[src/rtl/add_sub_if.sv]
// add_sub_if: operand/mode inputs and registered result/flag outputs of the add/sub block
interface add_sub_if #(parameter int WIDTH = 4);
  logic             M;
  logic [WIDTH-1:0] X;
  logic [WIDTH-1:0] Y;
  logic [WIDTH-1:0] S;
  logic             carryout;
  logic             overflow;
  modport master (output M, X, Y, input S, carryout, overflow);
  modport slave (input M, X, Y, output S, carryout, overflow);
endinterface

[src/rtl/add_sub.sv]
// add_sub: registered ripple-carry two's-complement adder/subtractor
module add_sub #(parameter int WIDTH = 4) (
  input logic    clk,
  input logic    rst,
  add_sub_if.slave bus
);
  logic [WIDTH:0]   c;
  logic [WIDTH-1:0] s_d, s_q;
  logic             co_q, ov_q;
  assign c[0] = bus.M;
  for (genvar i = 0; i < WIDTH; i++) begin : g_fa
    logic b;
    assign b        = bus.Y[i] ^ bus.M;
    assign s_d[i]   = bus.X[i] ^ b ^ c[i];
    assign c[i+1]   = (bus.X[i] & b) | (c[i] & (bus.X[i] ^ b));
  end
  // capture result and flags each edge; async reset clears them
  always_ff @(posedge clk or posedge rst)
    if (rst) begin
      s_q  <= '0;
      co_q <= 1'b0;
      ov_q <= 1'b0;
    end else begin
      s_q  <= s_d;
      co_q <= c[WIDTH];
      ov_q <= c[WIDTH] ^ c[WIDTH-1];
    end
  assign bus.S        = s_q;
  assign bus.carryout = co_q;
  assign bus.overflow = ov_q;
endmodule

[src/flat_wrapper.sv]
// flat-port wrapper written by rule: the top's interface ports become plain ports
module add_sub_flat 
#(parameter int WIDTH = 4)
  (clk, rst, bus_M, bus_X, bus_Y, bus_S, bus_carryout, bus_overflow);
  add_sub_if #(.WIDTH(WIDTH)) bus_i ();
  input logic clk;
  input logic rst;
  input wire logic [$bits(bus_i.M)-1:0] bus_M;
  input wire logic [$bits(bus_i.X)-1:0] bus_X;
  input wire logic [$bits(bus_i.Y)-1:0] bus_Y;
  output wire logic [$bits(bus_i.S)-1:0] bus_S;
  output wire logic [$bits(bus_i.carryout)-1:0] bus_carryout;
  output wire logic [$bits(bus_i.overflow)-1:0] bus_overflow;
  assign bus_i.M = bus_M;
  assign bus_i.X = bus_X;
  assign bus_i.Y = bus_Y;
  assign bus_S = bus_i.S;
  assign bus_carryout = bus_i.carryout;
  assign bus_overflow = bus_i.overflow;
  add_sub #(.WIDTH(WIDTH)) u_core (.clk(clk), .rst(rst), .bus(bus_i));
endmodule
[config.mk]
export PLATFORM = sky130hd
export DESIGN_NAME = add_sub_flat
export DESIGN_NICKNAME = d
export VERILOG_FILES = /design/src/rtl/add_sub_if.sv /design/src/rtl/add_sub.sv /design/src/flat_wrapper.sv
export SDC_FILE = /design/constraint.sdc
export NUM_CORES = 1
export LEC_CHECK = 0
export CAP_MARGIN = 20
export CORE_AREA = 2 2 39 41
export DETAILED_ROUTE_END_ITERATION = 7
export DIE_AREA = 0 0 41 43
export HOLD_SLACK_MARGIN = 0.02
export PLACE_DENSITY_LB_ADDON = 0.08
export REMOVE_ABC_BUFFERS = 1
export SLEW_MARGIN = 10
export SYNTH_ARGS = -nofsm -noshare
export SYNTH_HDL_FRONTEND = slang
export SYNTH_SLANG_ARGS = --single-unit
export TNS_END_PERCENT = 20
[constraint.sdc]
create_clock -name clk -period 0.8 [get_ports clk]
set_clock_uncertainty 0.15 [all_clocks]
set_input_delay 0.16 -clock clk [delete_from_list [all_inputs] [get_ports clk]]
set_output_delay 0.16 -clock clk [all_outputs]
set_load 0.1 [all_outputs]
==> results.ini, run 1 <==
[status]
status=finished, violations left
violations=hold timing, setup timing

[layout]
instances_no_fill=59
final_core_util_pct=42.8
area_growth_pct=108
diodes=0
multiInputGateArea_sq_um=134
final_area_sq_um=592
nets=59
fillers=130
drive_gt1_share_pct=55.8
regArea_sq_um=150

[sta]
hold_violations=6
setup_viol=11
clock.fmax_mhz=585
finalMaxSlewViolations=0
rsz0062_at_grt=yes
holdWs_ns=-0.0126
maxSlewHeadroom_pct=83.7
fin_tns_setup_ns=-5.29
setup_slack_ns=-0.911
worstMarginPinSlew_ns=0.242
min_period_ns=1.71
fin_crit_sh_pct=214

[clock_tree]
tritoncts=yes
cts_made_buffers=3
cts_sinks=6
clk_pin_slew_ns=0.04
cts_root_buffer=clkbuf_4
cts_buffer_depth=2
htree_num_levels=1

[route]
drc=0
drt_iter0_drc=0
detail_route.wl_per_cell_microns=8.29
routed_wl_microns=489
dr.pass1.iters=1
ant_nets=0
vias=211
via_per_inst=3.58

[yosys]
ys_async_sr_fraction_pct=100
netlist_instances=20
syn_area_sq_um=284
yosysTopAreaCell=dfrtp_1
yosysMostFrequentCell=dfrtp_1
ys_seq_elements=6
synth.distinct_cells=6
synth_edf_count=0
yosysTopAreaCellShare_pct=52.9
ys_warn_count=0
synth_area_leaders=dfrtp_1, fa_1, xor2_1, inv_1, xnor2_1
synth_common_cells=dfrtp_1, inv_1, fa_1, xor2_1, xnor2_1
seq_area_frac_synth_pct=52.9
ys.flop_type=dfrtp_1
syn_avg_cell_area_sq_um=14.2

[pwr]
p_sw_mw=0.747
p_leak_nw=0.274
pwr-share-seq_pct=25.6
p_clk_share_pct=15.7
vdd_drop_max_v=0.000785
power_density_nw_per_um2=2800
switching_share_pct=45.1
pwr-share-comb_pct=58.6
power.internal_mw=0.909

[worst_setup_path]
cp-endpoint=u_core.bus.overflow
cp-end-kind=flop
criticalPathCategory=in2reg
worst_setup_path_start_kind=primary input
critical_path.max_fanout=2
critical_path_arrival_ns=1.68
crit_required_ns=0.77
startpoint=bus_Y[0]

[global_route]
grt_pass1_wl_microns=759
grt_max_degree=7
overflow=0
grtUsageTotal_pct=7.21
grt_pass1_vias=211
antenna_found_initial=0

[placement]
gp_routability_congestion=0.590
dp.cells=56
placed_area_sq_um=554
port_buffers=16
place_ws_ns=-1.68

[floorplan]
die-area_sq_um=1760
core_area_sq_um=1380
placementRows=14
initial_core_util_pct=20.5
die_w_microns=41
io_pins=17
die_y_microns=43

[flow_run]
maxCapViolations=0

[worst_hold_path]
hold_path.class=in2async

## stage by stage
step	hold WS [ns]	power (mW)
2_1_floorplan	-0.199	0.968
3_3_place_gp	0.233	1.38
3_5_place_dp	0.241	1.39
4_1_cts	-0.0117	1.67
5_1_grt	-0.00150	1.75
6_report	-0.0126	1.66
## cell families after synthesis
group | after synthesis | share of synthesized area, %
flip-flops | 6 | 52.9
XOR/XNOR | 5 | 15.4
buffers and inverters | 5 | 6.61
adder cells (fa/ha/maj) | 3 | 21.1
multiplexers | 1 | 3.96
## final cells by class
| type | instances | area share, % |
|---|---|---|
| clock buffers | 3 | 3.81 |
| inverters | 5 | 3.17 |
| multi-input cells | 9 | 22.6 |
| flip-flops and latches | 6 | 25.4 |
| well taps | 16 | 3.38 |
| repair buffers | 20 | 41.6 |
## sequential cells by signal (all words and copies together) (netlist names)
signal               flops
u_core.bus.S             4
u_core.bus.carryout      1
u_core.bus.overflow      1
## per-layer routing
layer,share of wire [%],up-vias,track usage (%)
met5,0,-,0
met3,12,0,3.14
met2,62,13,11.6
met4,0,0,8.00
li1,-,101,-
met1,26,97,5.33
## how the worst min path moves through the flow
stage,end,cells after the start,from
2_1_floorplan,u_core.bus.S[0],1,rst
3_5_place_dp,u_core.bus.S[1],2,rst
4_1_cts,u_core.bus.S[1],2,rst
6_report,u_core.bus.S[1],2,rst
3_3_place_gp,u_core.bus.S[0],2,rst
5_1_grt,u_core.bus.S[3],2,rst
## cells in the final DEF (no fill, tap or decap)
| cell type | n |
|---|---|
| buf_12 | 6 |
| buf_2 | 1 |
| buf_4 | 4 |
| buf_6 | 2 |
| clkbuf_4 | 3 |
| clkdlybuf4s15_1 | 1 |
| clkdlybuf4s50_1 | 5 |
| dfrtp_1 | 6 |
| dlygate4sd2_1 | 1 |
| fa_2 | 3 |
| inv_1 | 2 |
| inv_2 | 3 |
| mux2_4 | 1 |
| xnor2_1 | 2 |
| xor2_1 | 2 |
| xor2_2 | 1 |
## power groups by stage
stage | clock [mW] | sequential (mW) | combinational (mW)
detailed placement | 0 | 0.430 | 0.956
CTS | 0.278 | 0.426 | 0.970
global route | 0.310 | 0.429 | 1.01
finish | 0.261 | 0.425 | 0.971
global placement | 0 | 0.427 | 0.952
floorplan | 0 | 0.885 | 0.0834
## repair_timing
item	4_1_cts	5_1_grt
resized for setup	25	1
endpoints found under the hold margin	6	6
buffers inserted	0	0
endpoints found under the setup margin	12	11
pin swaps	4	3
## critical path, cell delays in order
cell,delay (ns)
buf_6,0.09
mux2_4,0.30
fa_2,0.35
inv_2,0.06
fa_2,0.20
inv_2,0.04
fa_2,0.34
xnor2_1,0.13
Note: power is estimated with default switching activity, not from simulation.
==> run 2, diff against run 1 <==
--- a/config.mk
+++ b/config.mk
@@ -9,6 +9,7 @@
 export CORE_AREA = 2 2 39 41
 export DETAILED_ROUTE_END_ITERATION = 7
 export DIE_AREA = 0 0 41 43
+export GPL_ROUTABILITY_DRIVEN = 0
 export HOLD_SLACK_MARGIN = 0.02
 export PLACE_DENSITY_LB_ADDON = 0.08
 export REMOVE_ABC_BUFFERS = 1
==> results of run 2 <==
Final layout, timing and power as in run 1 (identical DEF).
